[src/rtl/mem_ctrl_pkg.sv]
// rtl/mem_ctrl_pkg.sv - shared types, constants and address check for mem_ctrl_arbiter
package mem_ctrl_pkg;

    typedef enum logic {
        INIT  = 1'b0,
        SERVE = 1'b1
    } state_t;

    localparam int unsigned PORT_IF    = 0;
    localparam int unsigned PORT_D     = 1;
    localparam int unsigned WORD_BYTES = 4;

    function automatic logic addr_ok(input logic [31:0] addr, input int unsigned num_words);
        return (addr[1:0] == 2'b00) && (addr < num_words * WORD_BYTES);
    endfunction

endpackage

[src/rtl/rr_arbiter2.sv]
// rtl/rr_arbiter2.sv - two-requester round-robin arbiter, one-hot grant
module rr_arbiter2
    import mem_ctrl_pkg::*;
(
    input  logic       clk,
    input  logic       reset,
    input  logic       i_req_if,
    input  logic       i_req_d,
    output logic [1:0] o_gnt
);

    logic r_prefer_d;
    logic w_both;

    assign w_both = i_req_if & i_req_d;

    always_comb begin
        o_gnt = '0;
        if (w_both) begin
            o_gnt[PORT_D]  = r_prefer_d;
            o_gnt[PORT_IF] = ~r_prefer_d;
        end else begin
            o_gnt[PORT_IF] = i_req_if;
            o_gnt[PORT_D]  = i_req_d;
        end
    end

    // Pointer only moves when both ports contend.
    always_ff @(posedge clk or negedge reset) begin
        if (!reset) begin
            r_prefer_d <= 1'b0;
        end else if (w_both) begin
            r_prefer_d <= ~r_prefer_d;
        end
    end

endmodule

[src/rtl/mem_ctrl_arbiter.sv]
// rtl/mem_ctrl_arbiter.sv - zero-fill sweep, then round-robin fetch/load-store access to one memory
module mem_ctrl_arbiter
    import mem_ctrl_pkg::*;
#(
    parameter int unsigned NUM_WORDS     = 64,
    parameter bit          INIT_ON_RESET = 1'b1
) (
    input  logic        clk,
    input  logic        reset,
    input  logic        if_req_valid,
    output logic        if_req_ready,
    input  logic [31:0] if_addr,
    output logic        if_resp_valid,
    output logic [31:0] if_resp_data,
    output logic        if_resp_err,
    input  logic        d_req_valid,
    output logic        d_req_ready,
    input  logic [31:0] d_addr,
    input  logic        d_we,
    input  logic [31:0] d_wdata,
    output logic        d_resp_valid,
    output logic [31:0] d_resp_data,
    output logic        d_resp_err,
    output logic [31:0] mem_address,
    output logic [31:0] mem_write_data,
    output logic        mem_write_enable,
    input  logic [31:0] mem_read_data,
    output logic        init_done
);

    localparam int CW = $clog2(NUM_WORDS);

    state_t          r_state;
    logic [CW-1:0]   r_cnt;
    logic [31:0]     r_addr_hold;
    logic            r_if_resp_valid;
    logic            r_if_good;
    logic            r_if_err;
    logic            r_d_resp_valid;
    logic            r_d_good;
    logic            r_d_err;

    logic            w_init;
    logic            w_serve;
    logic [1:0]      w_gnt;
    logic            w_gnt_any;
    logic [31:0]     w_gnt_addr;
    logic            w_ok;

    // The async reset also gates the combinational outputs so nothing leaks while it is held.
    assign w_init  = reset && (r_state == INIT);
    assign w_serve = reset && (r_state == SERVE);

    rr_arbiter2 u_arb (
        .clk      (clk),
        .reset    (reset),
        .i_req_if (if_req_valid & w_serve),
        .i_req_d  (d_req_valid & w_serve),
        .o_gnt    (w_gnt)
    );

    assign w_gnt_any  = |w_gnt;
    assign w_gnt_addr = w_gnt[PORT_D] ? d_addr : if_addr;
    assign w_ok       = addr_ok(w_gnt_addr, NUM_WORDS);

    assign if_req_ready = w_gnt[PORT_IF];
    assign d_req_ready  = w_gnt[PORT_D];
    assign init_done    = w_serve;

    always_comb begin
        mem_address = r_addr_hold;
        if (w_init) begin
            mem_address = 32'({r_cnt, 2'b00});
        end else if (w_gnt_any) begin
            mem_address = {w_gnt_addr[31:2], 2'b00};
        end
    end

    assign mem_write_data   = w_init ? 32'd0 : d_wdata;
    assign mem_write_enable = w_init | (w_gnt[PORT_D] & d_we & w_ok);

    assign if_resp_valid = r_if_resp_valid;
    assign if_resp_err   = r_if_err;
    assign if_resp_data  = r_if_good ? mem_read_data : 32'd0;
    assign d_resp_valid  = r_d_resp_valid;
    assign d_resp_err    = r_d_err;
    assign d_resp_data   = r_d_good ? mem_read_data : 32'd0;

    always_ff @(posedge clk or negedge reset) begin
        if (!reset) begin
            r_state         <= INIT_ON_RESET ? INIT : SERVE;
            r_cnt           <= '0;
            r_addr_hold     <= '0;
            r_if_resp_valid <= 1'b0;
            r_if_good       <= 1'b0;
            r_if_err        <= 1'b0;
            r_d_resp_valid  <= 1'b0;
            r_d_good        <= 1'b0;
            r_d_err         <= 1'b0;
        end else begin
            r_addr_hold <= mem_address;
            case (r_state)
                INIT: begin
                    r_cnt <= r_cnt + 1'b1;
                    if (r_cnt == CW'(NUM_WORDS - 1)) begin
                        r_state <= SERVE;
                    end
                end
                SERVE: r_state <= SERVE;
                default: r_state <= INIT;
            endcase
            r_if_resp_valid <= w_gnt[PORT_IF];
            r_if_good       <= w_gnt[PORT_IF] & w_ok;
            r_if_err        <= w_gnt[PORT_IF] & ~w_ok;
            r_d_resp_valid  <= w_gnt[PORT_D];
            r_d_good        <= w_gnt[PORT_D] & w_ok & ~d_we;
            r_d_err         <= w_gnt[PORT_D] & ~w_ok;
        end
    end

endmodule

[config.mk]
export PLATFORM = sky130hd
export DESIGN_NAME = mem_ctrl_arbiter
export DESIGN_NICKNAME = d
export VERILOG_FILES = /design/src/rtl/mem_ctrl_pkg.sv /design/src/rtl/rr_arbiter2.sv /design/src/rtl/mem_ctrl_arbiter.sv
export SDC_FILE = /design/constraint.sdc
export NUM_CORES = 1
export LEC_CHECK = 0
export CORE_MARGIN = 5
export CORE_UTILIZATION = 31
export CTS_CLUSTER_DIAMETER = 100
export CTS_CLUSTER_SIZE = 25
export DETAILED_ROUTE_END_ITERATION = 8
export PLACE_DENSITY = 0.79
export SYNTH_ARGS = -nofsm -noshare
export SYNTH_HDL_FRONTEND = slang
export SYNTH_SLANG_ARGS = --single-unit
[constraint.sdc]
create_clock -name clk -period 2.3 [get_ports clk]
set_input_delay 0.46 -clock clk [delete_from_list [all_inputs] [get_ports clk]]
set_output_delay 0.46 -clock clk [all_outputs]
set_load 0.02 [all_outputs]
* Word level (Yosys, flattened, before mapping)
Cells that the tools add are included.
** Cells by class
- Reduce and logical (&&, ||, !) cells :: 5
- Add/subtract/negate cells :: 1
- Equality and inequality tests :: 1
- Mux-type cells :: 9
- Magnitude comparators :: 1
- Bitwise gates (word level) :: 15
** Operator list (number)
- 2-to-1 mux 32 bit :: 6
- less-than comparator 32 x 9 -> 1 bit, second input constant :: 1
- bitwise AND 1 bit :: 10
- adder 6 x 1 -> 6 bit, second input constant :: 1
- == test 6 bit, second input constant :: 1
- inverter 1 bit :: 4
- logical AND 1 bit :: 3
- zero test 2 bit :: 1
- 2-to-1 mux 2 bit :: 1
- one-hot mux 1 bit (2 select lines) :: 1
- OR reduction 2 bit :: 1
- 2-to-1 mux 1 bit :: 1
- OR 1 bit :: 1
** Storage, ports and cells
- Input bits :: 133
- Logic and storage cells :: 42
- Output and inout port bits :: 136
- Register bits after elaboration :: 46

* Longest topological paths before layout
Gate-level depths: netlist of run 1.
- Depth after elaboration :: 9
- Gate-level depth with buffers :: 7
- Gate-level depth less buffers :: 5

* Hierarchy
From an unflattened synthesis of run 1, not the netlist that was laid out.
** Unflattened totals
- Cell total of the unflattened synthesis :: 351
- Area total of the unflattened synthesis :: 3010.4 um^2
** By module, submodules not included
- mem_ctrl_arbiter :: area each 2954.1 um^2, cells each 345, instances 1
- rr_arbiter2 :: area each 56.3 um^2, cells each 6, instances 1

* Worst setup path before layout of run 1
Ideal clock, no wire load.
- Path type :: input to output
- Start :: in reset
- End :: out mem_address[22]
- Data required time :: 1.840 ns
- Stages :: 6
- Setup slack :: 0.066 ns
- Arrival time :: 1.774 ns
- Path through :: and2_4 -> nand3_2 -> inv_1 -> buf_2 -> nand2_1 -> a311oi_1
** On the way
- Word-level cells in the longest chain between the ends :: 7
- Elaborated cells on any way between the ends :: 10
- Those cells by class :: 4 x mux; 3 x bitwise; 3 x reduce/logical
** RTL lines
- from (decl) :: RTL line mem_ctrl_arbiter.sv:9 : input logic reset,
- logical AND 1 bit * :: RTL line mem_ctrl_arbiter.sv:52 : assign w_serve = reset && (r_state == SERVE);
- bitwise AND 1 bit, on equally long branches :: RTL line mem_ctrl_arbiter.sv:57, mem_ctrl_arbiter.sv:58
- bitwise AND 1 bit :: RTL line rr_arbiter2.sv:15 : assign w_both = i_req_if & i_req_d;
- 2-to-1 mux 2 bit * :: RTL line rr_arbiter2.sv:19 : if (w_both) begin
- named net d_req_ready :: RTL line mem_ctrl_arbiter.sv:17 : output logic d_req_ready,
- 2-to-1 mux 32 bit / OR reduction 2 bit (equally long branches) :: RTL line mem_ctrl_arbiter.sv:63, mem_ctrl_arbiter.sv:62
- 2-to-1 mux 32 bit * :: RTL line mem_ctrl_arbiter.sv:74 : end else if (w_gnt_any) begin
- 2-to-1 mux 32 bit * :: RTL line mem_ctrl_arbiter.sv:72 : if (w_init) begin
- to (decl) :: RTL line mem_ctrl_arbiter.sv:24 : output logic [31:0] mem_address,
Mark *: on every way through the listed nets, which the timed path passes. The rest lies on a longest branch.

* Worst setup path after layout of run 1
- Start :: reg r_state
- End :: out mem_address[15]
** On the way
- Word-level cells in the longest chain between the ends :: 7
- Elaborated cells on any way between the ends :: 11
- Those cells by class :: 4 x mux; 4 x bitwise; 3 x reduce/logical
** RTL lines
- from (decl) :: RTL line mem_ctrl_arbiter.sv:33 : state_t r_state;
- from (signal assigned) :: RTL line mem_ctrl_arbiter.sv:91 : r_state <= INIT_ON_RESET ? INIT : SERVE;
- logical AND 1 bit :: RTL line mem_ctrl_arbiter.sv:52
- bitwise AND 1 bit, on equally long branches :: RTL line mem_ctrl_arbiter.sv:57, mem_ctrl_arbiter.sv:58
- bitwise AND 1 bit :: RTL line rr_arbiter2.sv:15
- 2-to-1 mux 2 bit :: RTL line rr_arbiter2.sv:19
- 2-to-1 mux 32 bit / OR reduction 2 bit (equally long branches) :: RTL line mem_ctrl_arbiter.sv:63, mem_ctrl_arbiter.sv:62
- 2-to-1 mux 32 bit :: RTL line mem_ctrl_arbiter.sv:74
- 2-to-1 mux 32 bit * :: RTL line mem_ctrl_arbiter.sv:72
Every way passes the cells marked *; elsewhere a longest branch is shown, timed or not.

==> results of run 1 <==
## critical path, cell delays in order (launching register included)
cell and delay (ps):
dfrtp_1 360, and2_4 170, nand3_4 110, inv_6 110, buf_12 150, nand2_1 80
a311oi_2 320, buf_4 200
## metrics by stage
stage               utilization [%]  setup slack, ps
floorplan                         -             66.0
global placement               64.9             -872
detailed placement             64.9             -889
CTS                            66.3            -95.3
global route                   69.4            -54.7
finish                         69.4             39.3
## logic make-up (layout without fill, tap and decap cells)
group,count (synthesis),count (layout),synth area share (%)
multiplexers,1,1,0.386
XOR/XNOR,6,6,1.80
buffers and inverters,36,338,5.62
AND/OR/NAND/NOR,214,214,39.1
AO/OA/AOI/OAI,53,53,13.3
flip-flops,46,46,39.5
adder cells (fa/ha/maj),1,1,0.429
## placed cells by master (no fill, tap or decap), drive strengths merged, types with 4 or more instances in the layout
cell type	n
clkdlybuf4s50	178
and2	97
buf	87
nand2	56
dfrtp	46
dlygate4sd2	42
nor2	28
a311oi	24
o21ai	13
nor4	12
dlymetal6s2s	10
inv	8
clkbuf	8
a31oi	6
a211oi	6
xnor2	5
nand3	5
and3	4
## where the power goes
part | switching [mW] | internal, mW
Clock | 0.272 | 0.242
Combinational | 0.207 | 0.284
Sequential | 0.00162 | 0.814
## state kept, by name, summed over array words and instances (netlist names)
signal and cells:
r_if_good 1, d_resp_valid 1, r_addr_hold 32, r_state 1, if_resp_err 1, if_resp_valid 1, r_cnt 6, r_d_good 1
u_arb.r_prefer_d 1, d_resp_err 1
## synth_stat cells (all sizes together)
library cell / number / share of area, %
a211oi: 6 / 1.5
a21o: 1 / 0.26
a21oi: 1 / 0.17
a311oi: 24 / 7.2
a31o: 1 / 0.30
a31oi: 6 / 1.3
and2: 97 / 21
and3: 4 / 0.86
buf: 14 / 2.8
clkbuf: 14 / 1.8
dfrtp: 46 / 39
ha: 1 / 0.43
inv: 8 / 1.0
mux2: 1 / 0.39
nand2: 56 / 7.2
nand2b: 3 / 0.73
nand3: 5 / 1.0
nand4: 2 / 0.43
nand4b: 2 / 0.60
nor2: 28 / 3.6
nor2b: 1 / 0.21
nor3: 2 / 0.34
nor4: 12 / 2.6
o21a: 1 / 0.26
o21ai: 13 / 2.2
or3: 2 / 0.60
xnor2: 5 / 1.5
xor2: 1 / 0.30
## per-layer routing
metal | GRT usage, % | up-vias
met5 | 0 | -
met4 | 5.48 | 0
met3 | 5.96 | 22
met2 | 40.8 | 186
met1 | 26.3 | 1762
li1 | - | 1822
## timing repair
action / in CTS / in global routing
gates cloned: 2 / 2
setup buffers: 1 / 5
endpoints found under the setup margin: 66 / 63
pin swaps: 9 / 18
gates resized for setup: 241 / 71
## layout make-up
class	count	area, sq um	share of cell area, %
repair buffers	322	3090	48.3
well taps	111	139	2.18
flip-flops and latches	46	1150	18.0
clock inverters	2	12.5	0.196
inverters	8	35.0	0.549
clock buffers	6	82.6	1.29
multi-input cells	275	1880	29.4
## worst max path at each step
stage / startpoint / to / slack, ps
2_1_floorplan: reset / mem_address[22] / 70
3_3_place_gp: d_req_valid / mem_address[25] / -870
3_5_place_dp: d_req_valid / mem_address[22] / -890
4_1_cts: u_arb.r_prefer_d / mem_address[16] / -100
5_1_grt: r_state / mem_address[17] / -50
6_report: r_state / mem_address[15] / 40
==> out/qor.csv, run 1 <==
stage,metric,value,unit
routing,residual DRC count,0,
place,DP HPWL,10.8,mm
clock_network,H-tree levels,2,
clock_network,CTS Hold Buffers Added,0,
power,worst vdd ir,243,uV
timing,Slew HR,76.4,%
place,DP Area,5970,sq um
synthesis,post-synthesis cell area,2920,sq um
setup_path,Worst Path Required,1840,ps
clock_network,Clock Sink Count,46,
routing,Final ANT Viol Nets,0,
synthesis,yosys warns,0,
clock_network,cts bufs inserted,5,
final_layout,Final Cell Area,6380,sq um
timing,hold slack,298,ps
routing,vias,3792,
routing,total routed wirelength,14.0,mm
routing,drt pass-1 iters,4,
floorplanning,Ports,269,
final_layout,area grow syn2layout,119,%
timing,setup violators final,0,
final_layout,Non-Filler Instances,770,
setup_path,crit end category,output pin,
grt,first-pass GRT wire length,20.5,mm
clock_network,"Reg clk slew, reported paths",90,ps
timing,Fin. Hold Viols,0,
synthesis,sequential area share after synthesis,39.5,%
synthesis,register bit count reported by yosys,46,
power,Pleak,2.87,nW
power,final total power,1.82,mW
routing,Max Used Layer,met4,
clock_network,root buffer cell,clkbuf_8,
run,maxcap violations,0,
setup_path,Critical Path AT,1800,ps
routing,routed len/inst,18.2,um
synthesis,Syn Nets,491,
setup_path,Startpoint Class,flop,
place,Cells after DPL,752,
floorplanning,starting density of the core,31.7,%
clock_network,TritonCTS clock tree,done,
floorplanning,die area,11500,sq um
floorplanning,row cnt,35,
final_layout,fin nets,792,
synthesis,cell count after synthesis,357,
setup_path,Reg2Reg Setup Slack,710,ps
timing,RSZ-0062 raised after global routing,true,
setup_path,Register-to-Register Path Depth,6,
setup_path,"Worst Path Class, Setup",reg2out,
final_layout,diode count,0,
routing,DR iter-0 viols,160,
clock_network,clock buffer depth,2,
timing,Slew Limit Fails,0,
power,Cell Pwr Density,285,nW/um^2
timing,Fin Clk Skew,7.09,ps
timing,Highest Clock Rate,442,MHz
timing,share of the clock period used by the worst path,98.3,%
clock_network,Worst-Skew Late Latency,300,ps
timing,Tmin final,2260,ps
place,I/O Buffers,268,
setup_path,Critical Path Fanout Max,14,
grt,grt ovf,0,
grt,initial antenna violation count,0,
grt,vias in the first global route,3808,
grt,largest net degree at the start of global routing,33,
floorplanning,Die H,107,um
final_layout,Fillers,754,
routing,M1 WL,5.22,mm
routing,met2 WL post-DR,7.38,mm
setup_path,origin of the critical flop-to-flop path,u_arb.r_prefer_d,
outcome,outcome,"complete, no violations",
synthesis,Syn Area/Cell,8.17,sq um
timing,setup TNS,0,ps
timing,Slew @ Worst Pin,351,ps
grt,GRT Overall Usage,22.5,%
place,gpl congestion,0.887,
setup_path,Reg-to-Reg End,if_resp_err,
routing,mean number of vias per cell,4.92,
synthesis,Synth cell types,35,
routing,met3 WL,1.18,mm
floorplanning,Core ar.,9200,sq um
final_layout,share of layout cells above drive strength 1,22.9,%
worst_hold_path,Min-Delay Path Class,in2async,
floorplanning,die width,107,um
No activity file was read; power rests on OpenSTA's default activity.
==> run 2: changes to the inputs <==
- SLEW_MARGIN: unset -> 20
==> results of run 2 <==
No change in the layout: final DEF, timing and power equal those of run 1.
